--- src/rtl/divider_dividend_reconstructor.sv ---
// Rebuilds the dividend q*d + r of one divider transaction with a shift-add
// multiplier, reports |n - n_rec| and accumulates saturating error statistics.
module divider_dividend_reconstructor #(
  parameter int unsigned NW   = 16,
  parameter int unsigned DW   = 8,
  parameter int unsigned ACCW = 32,
  parameter int unsigned CNTW = 16
) (
  input  logic            clk,
  input  logic            rst_n,
  input  logic            in_valid,
  output logic            in_ready,
  input  logic [NW-1:0]   n,
  input  logic [DW-1:0]   d,
  input  logic [DW-1:0]   q,
  input  logic [DW-1:0]   r,
  output logic            out_valid,
  input  logic            out_ready,
  output logic [NW-1:0]   n_rec,
  output logic [NW-1:0]   abs_err,
  output logic            exact,
  output logic            div_by_zero,
  input  logic            clear,
  output logic [ACCW-1:0] err_sum,
  output logic [CNTW-1:0] sample_cnt
);

  localparam int unsigned BCW = (DW > 2) ? $clog2(DW) : 1;
  localparam int unsigned SW  = ((ACCW > NW) ? ACCW : NW) + 1;
  localparam logic [ACCW-1:0] ACC_MAX = '1;
  localparam logic [CNTW-1:0] CNT_MAX = '1;

  typedef enum logic [1:0] {IDLE, MUL, ERR, DONE} state_e;

  state_e          state_q, state_d;
  logic [NW-1:0]   n_q, n_d;
  logic            dz_q, dz_d;
  logic [NW-1:0]   acc_q, acc_d;
  logic [NW-1:0]   mcand_q, mcand_d;
  logic [DW-1:0]   mplier_q, mplier_d;
  logic [BCW-1:0]  bitcnt_q, bitcnt_d;
  logic [NW-1:0]   n_rec_q, n_rec_d;
  logic [NW-1:0]   abs_err_q, abs_err_d;
  logic            exact_q, exact_d;
  logic            dbz_q, dbz_d;
  logic [ACCW-1:0] err_sum_q, err_sum_d;
  logic [CNTW-1:0] sample_cnt_q, sample_cnt_d;
  logic            out_valid_q, out_valid_d;

  logic [NW-1:0]   abs_diff_c;
  logic [SW-1:0]   sum_wide_c;
  logic [ACCW-1:0] sum_sat_c;

  // Error of the finished product and its saturating contribution to err_sum
  assign abs_diff_c = (n_q >= acc_q) ? (n_q - acc_q) : (acc_q - n_q);
  assign sum_wide_c = SW'(err_sum_q) + SW'(abs_diff_c);
  assign sum_sat_c  = (sum_wide_c > SW'(ACC_MAX)) ? ACC_MAX : ACCW'(sum_wide_c);

  always_comb begin
    state_d      = state_q;
    n_d          = n_q;
    dz_d         = dz_q;
    acc_d        = acc_q;
    mcand_d      = mcand_q;
    mplier_d     = mplier_q;
    bitcnt_d     = bitcnt_q;
    n_rec_d      = n_rec_q;
    abs_err_d    = abs_err_q;
    exact_d      = exact_q;
    dbz_d        = dbz_q;
    err_sum_d    = err_sum_q;
    sample_cnt_d = sample_cnt_q;
    out_valid_d  = out_valid_q;

    case (state_q)
      IDLE: begin
        if (in_valid) begin
          n_d      = n;
          dz_d     = (d == '0);
          acc_d    = NW'(r);
          mcand_d  = NW'(d);
          mplier_d = q;
          bitcnt_d = '0;
          state_d  = MUL;
        end
      end
      MUL: begin
        if (mplier_q[0]) acc_d = acc_q + mcand_q;
        mcand_d  = mcand_q << 1;
        mplier_d = mplier_q >> 1;
        bitcnt_d = bitcnt_q + BCW'(1);
        if (bitcnt_q == BCW'(DW - 1)) state_d = ERR;
      end
      ERR: begin
        n_rec_d     = acc_q;
        abs_err_d   = abs_diff_c;
        exact_d     = (abs_diff_c == '0);
        dbz_d       = dz_q;
        // A zero divisor yields no meaningful quotient, so it is kept out of the stats
        if (!dz_q) begin
          err_sum_d    = sum_sat_c;
          sample_cnt_d = (sample_cnt_q == CNT_MAX) ? CNT_MAX : sample_cnt_q + CNTW'(1);
        end
        out_valid_d = 1'b1;
        state_d     = DONE;
      end
      DONE: begin
        if (out_ready) begin
          out_valid_d = 1'b0;
          state_d     = IDLE;
        end
      end
      default: state_d = IDLE;
    endcase

    if (clear) begin
      err_sum_d    = '0;
      sample_cnt_d = '0;
    end
  end

  always_ff @(posedge clk) begin
    if (!rst_n) begin
      state_q      <= IDLE;
      n_q          <= '0;
      dz_q         <= 1'b0;
      acc_q        <= '0;
      mcand_q      <= '0;
      mplier_q     <= '0;
      bitcnt_q     <= '0;
      n_rec_q      <= '0;
      abs_err_q    <= '0;
      exact_q      <= 1'b0;
      dbz_q        <= 1'b0;
      err_sum_q    <= '0;
      sample_cnt_q <= '0;
      out_valid_q  <= 1'b0;
    end else begin
      state_q      <= state_d;
      n_q          <= n_d;
      dz_q         <= dz_d;
      acc_q        <= acc_d;
      mcand_q      <= mcand_d;
      mplier_q     <= mplier_d;
      bitcnt_q     <= bitcnt_d;
      n_rec_q      <= n_rec_d;
      abs_err_q    <= abs_err_d;
      exact_q      <= exact_d;
      dbz_q        <= dbz_d;
      err_sum_q    <= err_sum_d;
      sample_cnt_q <= sample_cnt_d;
      out_valid_q  <= out_valid_d;
    end
  end

  // Ready is a state decode gated by reset so it is low while rst_n is held
  assign in_ready    = rst_n && (state_q == IDLE);
  assign out_valid   = out_valid_q;
  assign n_rec       = n_rec_q;
  assign abs_err     = abs_err_q;
  assign exact       = exact_q;
  assign div_by_zero = dbz_q;
  assign err_sum     = err_sum_q;
  assign sample_cnt  = sample_cnt_q;

endmodule

--- config.mk ---
export PLATFORM = sky130hd
export DESIGN_NAME = divider_dividend_reconstructor
export DESIGN_NICKNAME = d
export VERILOG_FILES = /design/src/rtl/divider_dividend_reconstructor.sv
export SDC_FILE = /design/constraint.sdc
export NUM_CORES = 1
export LEC_CHECK = 0
export BUFFER_PORTS_ARGS = -buffer_cell sky130_fd_sc_hd__buf_2
export CORE_ASPECT_RATIO = 0.5
export CORE_MARGIN = 5
export CORE_UTILIZATION = 50
export CTS_CLUSTER_SIZE = 25
export DETAILED_ROUTE_END_ITERATION = 10
export MAX_ROUTING_LAYER = met4
export PLACE_DENSITY = 0.71
export SYNTH_ARGS = -nofsm -noshare
export SYNTH_HDL_FRONTEND = slang
export SYNTH_SLANG_ARGS = --single-unit
export TNS_END_PERCENT = 30
--- constraint.sdc ---
create_clock -name clk -period 13.6 [get_ports clk]
set_clock_uncertainty 0.2 [all_clocks]
set_input_delay 2.04 -clock clk [delete_from_list [all_inputs] [get_ports clk]]
set_output_delay 2.04 -clock clk [all_outputs]
set_load 0.02 [all_outputs]
# Yosys cells after proc, flatten, opt, wreduce, memory -nomap -nowiden
# Cells that the tools add are included.
# totals
register_bits	145
latchBits	0
ramBits	0
rom_bits	0
in_bits	45
out_inout_bits	84
mem_count	0
# classes
n_addsub	6
multipliers	0
div_mod_pow	0
n_lt_le_gt_ge	2
n_eq_ne	9
n_shift	0
muxes	18
bitwise_logic	2
reduce_logical	13
# ops
operator	count
2-to-1 mux 16 bit	5
one-hot mux 16 bit (2 select lines)	2
adder 32 x 16 -> 33 bit	1
> comparator 33 x 32 -> 1 bit, second input constant	1
2-to-1 mux 32 bit	1
subtractor 16 bit	2
adder 16 x 1 -> 16 bit, second input constant	1
adder 16 bit	1
== test 16 bit, second input constant	1
>= comparator 16 bit	1
logical NOT 16 bit	1
one-hot mux 8 bit (2 select lines)	1
logical NOT 8 bit	1
2-to-1 mux 8 bit	1
inequality test 2 bit, second input constant	4
one-hot mux 2 bit (4 select lines)	1
AND reduction 2 bit	4
2-to-1 mux 2 bit	3
one-hot mux 3 bit (2 select lines)	1
AND reduction 3 bit	2
== test 2 bit, second input constant	2
nonzero test 2 bit	2
adder 3 x 1 -> 3 bit, second input constant	1
== test 3 bit, second input constant	1
8 further kinds	9

# Depth between registers and ports, before layout
# logic_depth
ltp_word	5
depth_mapped	22
mapped_depth_nobuf	20

# Least setup slack after synthesis
# No wires, ideal clock.
# synth_timing
kind	in2out
start	in rst_n
end	out in_ready
arrival_time_ns	2.827
required_time_ns	11.360
slack_ns	8.533
path_stages	3
cell_sequence	clkbuf_1 buf_1 and2_1
# synth_between
elab_chain_len	1
# synth_lines
item	line_no	text
from (decl)	10	input logic rst_n,
logical AND 1 bit	157	assign in_ready = rst_n && (state_q == IDLE);
to (decl)	12	output logic in_ready,
# No other way between the ends.

# Worst setup path in the final report
# layout_timing
start	reg acc_q[0]
end	reg err_sum_q[20], in the netlist err_sum[20]
# layout_between
elab_chain_len	5
elab_cells_between_ends	7
classes_between	3 x add/sub; 2 x order compare; 2 x mux
# layout_lines
item	line_no	text
from (decl)	38	logic [NW-1:0] acc_q, acc_d;
from (signal assigned)	127	acc_q <= '0;
from (signal assigned)	142	acc_q <= acc_d;
subtractor 16 bit / >= comparator 16 bit (equally long branches)	55	assign abs_diff_c = (n_q >= acc_q) ? (n_q - acc_q) : (acc_q - n_q);
2-to-1 mux 16 bit *	55	
via abs_diff_c[1]	50	logic [NW-1:0] abs_diff_c;
adder 32 x 16 -> 33 bit *	56	assign sum_wide_c = SW'(err_sum_q) + SW'(abs_diff_c);
> comparator 33 x 32 -> 1 bit	57	assign sum_sat_c = (sum_wide_c > SW'(ACC_MAX)) ? ACC_MAX : ACCW'(sum_wide_c);
2-to-1 mux 32 bit *	57	
to (signal assigned)	150	err_sum_q <= err_sum_d;
to (decl)	46	logic [ACCW-1:0] err_sum_q, err_sum_d;
# Mark *: on every way through the listed nets, which the timed path passes. The rest lies on a longest branch.
# A chain may end at the register's enable or synchronous reset.

==> metrics.csv <==
metric;value;unit
status;complete, no violations;
first_pass_iters;5;
core_area;17500;um2
syn2layout_area_growth;14.6;%
num_rows;34;
vdd_drop_max;0.148;mV
crit_required;13730;ps
cp_top_family;compound AO/OA/AOI/OAI gates;
cts_resized;0;
met1_usage;0.307;
hold_violations;0;
gr-total-overflow;0;
rr_endpoint;err_sum[20];
synth_top_cell_by_area;dfxtp_1;
ys_warn_count;0;
post-dp-hpwl;17.8;mm
fin_area;10300;um2
antenna_found_initial;0;
finalSetupViolCount;0;
antennaDiodeCount;0;
fin_crit_sh;0.414;
die_area;21000;um2
grt_usage;0.231;
drtIter0Drc;445;
grt_start_max_net_pins;82;
wire_per_inst;16.8;um
cts_buffer_depth;2;
critPathSlowestCell;o311ai_2;
syn_area_per_cell;8.50;um2
postCtsSetupRepairBufs;0;
cp_slowest_stage_delay;470;ps
start_kind;flip-flop;
async_flop_share;0;
crit_top_cell;a211oi_1;
numCtsBuffers;17;
path_class;flip-flop to flip-flop;
ys_seq_elements;145;
rsz0062_at_grt;no;
hp-class;flip-flop to flip-flop;
endpoint_kind;flip-flop;
dieHeight;105;um
synth_area;9000;um2
initial_core_util;0.514;
clkLatencyLatePin;430;ps
nets;1276;
synth.area.top_cells;dfxtp_1 (32%), ha_1 (9.9%), mux2i_1 (5.4%);
grt_pass1_wl;38.8;mm
cts_tree;yes;
synth_cell_types;69;
drt_wl_total;23.6;mm
grt_pass1_vias;7810;
maxCapViolations;0;
gr-max-usage-layer;met2;
synth-edff-count;0;
die_w;200;um
postRouteAntennaNets;0;
use_met3;0.0444;
io_pins;129;
path_clk_slew;60;ps
r2r_cells;18;
power.leakage;4.60;nW
startpoint;acc_q[0];
place_area;9740;um2
gr-usage-met2;0.366;
worst_slew_pin_slew;1080;ps
cp.depth;18;
slew_headroom;0.279;
max_freq;177;MHz
worst-path-buf-inv;2;
power;2.60;mW
ys_seq_area_frac;0.322;
hold_ws;274;ps
cts_max_level;4;
path_cells;ha_1 > inv_1 > fa_1 > a211oi_1 > o21ba_4 > o21ai_4 > o21ai_4 > mux2i_1 > inv_1 > fa_1 > a211oi_1 > o21ai_0 > nand4_1 > nand2_1 > o311ai_2 > a21oi_1 > and2_1 > a211oi_1;
yosys_most_used_dff;dfxtp_1;
place.gp.congestion;0.927;
route.detailed.drc;0;
arrival;5760;ps
r2r_setup_slack;7970;ps
r2r-start;acc_q[0];
clock_sinks;145;
setup_tns;0;ps
fin_crit;5630;ps
synth_fp_nets;1179;
cp-endpoint;err_sum[20];
slew_violations;0;
syn_inst;1059;
drive_gt1_frac;0.165;
power.density;252;nW/um2
cts-root-buf;clkbuf_16;
portBuffers;128;
num_vias;7960;
holdBufCountCts;0;
synthDominantCellAreaShare;0.322;
crit_fanout;14;
viasPerCell;5.68;
==> cells by family (layout without fill, tap and decap cells) <==
family / Yosys count / in the layout / synth area share
AO/OA/AOI/OAI: 260 / 260 / 0.213
AND/OR/NAND/NOR: 375 / 375 / 0.209
buffers and inverters: 110 / 219 / 0.0502
XOR/XNOR: 44 / 44 / 0.0428
flip-flops: 145 / 145 / 0.322
multiplexers: 50 / 50 / 0.0557
adder cells (fa/ha/maj): 75 / 75 / 0.108
==> cells in the mapped netlist (12+ instances only) <==
cell type    n
nand4_1     15
a22oi_1     18
nor3_1      41
nor2_1      70
xnor2_1     21
a21boi_0    19
a21oi_1     58
xor2_1      23
nand3_1     27
inv_1       54
o21ai_0     31
a211oi_1    16
ha_1        71
o211a_1     28
mux2i_1     49
nand2_1    101
nor2b_1     48
nand2b_1    13
clkbuf_1    39
a31oi_1     14
dfxtp_1    145
and3_1      12
==> power by group <==
part | switching (mW) | internal [mW] | total (mW)
Sequential | 0.0711 | 0.502 | 0.573
Combinational | 0.953 | 0.608 | 1.56
Clock | 0.189 | 0.275 | 0.464
==> layout by cell type, fill, tap and decap left out, types with 4 or more instances in the layout <==
master | synthesis | layout
or3_1 | 4 | 4
nor2b_1 | 48 | 48
nand3b_1 | 4 | 4
buf_4 | 3 | 6
o211ai_1 | 6 | 6
and3_1 | 12 | 12
o22ai_1 | 5 | 5
nand3_1 | 27 | 27
a31oi_1 | 14 | 14
and4_1 | 5 | 5
xor2_1 | 23 | 23
a311oi_1 | 5 | 5
o31ai_1 | 4 | 4
xnor2_1 | 21 | 21
o21ai_0 | 31 | 29
ha_1 | 71 | 70
and2_1 | 10 | 10
a21oi_1 | 58 | 58
nor2_1 | 70 | 70
o21a_1 | 7 | 7
nor3_1 | 41 | 41
o211a_1 | 28 | 28
a22oi_1 | 18 | 18
buf_2 | 6 | 128
mux2i_1 | 49 | 49
nor4_1 | 5 | 5
dfxtp_1 | 145 | 145
a21boi_0 | 19 | 19
or2_2 | 6 | 6
inv_1 | 54 | 54
a211o_1 | 6 | 6
nand4_1 | 15 | 15
nand2b_1 | 13 | 13
clkbuf_16 | 0 | 17
nor3b_1 | 8 | 8
a21o_1 | 10 | 10
nand2_1 | 101 | 101
fa_1 | 4 | 4
clkinvlp_4 | 0 | 4
a211oi_1 | 16 | 16
==> worst min path at each step <==
stage,from,to,cells after the start
4_1_cts,n_q[15],n_q[15],2
5_1_grt,abs_err[1],abs_err[1],1
3_3_place_gp,abs_err[14],abs_err[14],1
2_1_floorplan,n_q[15],n_q[15],2
3_5_place_dp,abs_err[14],abs_err[14],1
6_report,abs_err[14],abs_err[14],1
==> sequential cells by signal (all words and copies together) (netlist names), 2 cells and up <==
signal	count
abs_err	16
err_sum	32
sample_cnt	16
n_rec	16
n_q	16
mplier_q	8
mcand_q	16
bitcnt_q	3
acc_q	16
state_q	2
==> through the flow <==
stage                     utilization  std cells  worst slack [ps]
after CTS                       0.589       1402              7970
after global routing            0.589       1402              7480
final                           0.589       1402              7970
after floorplan                     -       1059              8530
after detailed placement        0.556       1371              8020
after global placement          0.556       1371              8210
==> layer usage <==
metal  part of all wire  up-vias
li1                   -     3975
met1               0.48     3767
met4              0.011        0
met3              0.051       22
met5                  0        -
met2               0.46      196
==> cell type report <==
cell class / count / area [um2]
Clock buffer: 19 / 443
Clock inverter: 12 / 135
Fill cell: 1598 / 7210
Inverter: 54 / 203
Multi-Input combinational cell: 804 / 5650
Sequential cell: 145 / 2900
Tap cell: 234 / 293
Timing Repair Buffer: 134 / 686
(Power assumes the default switching activity.)
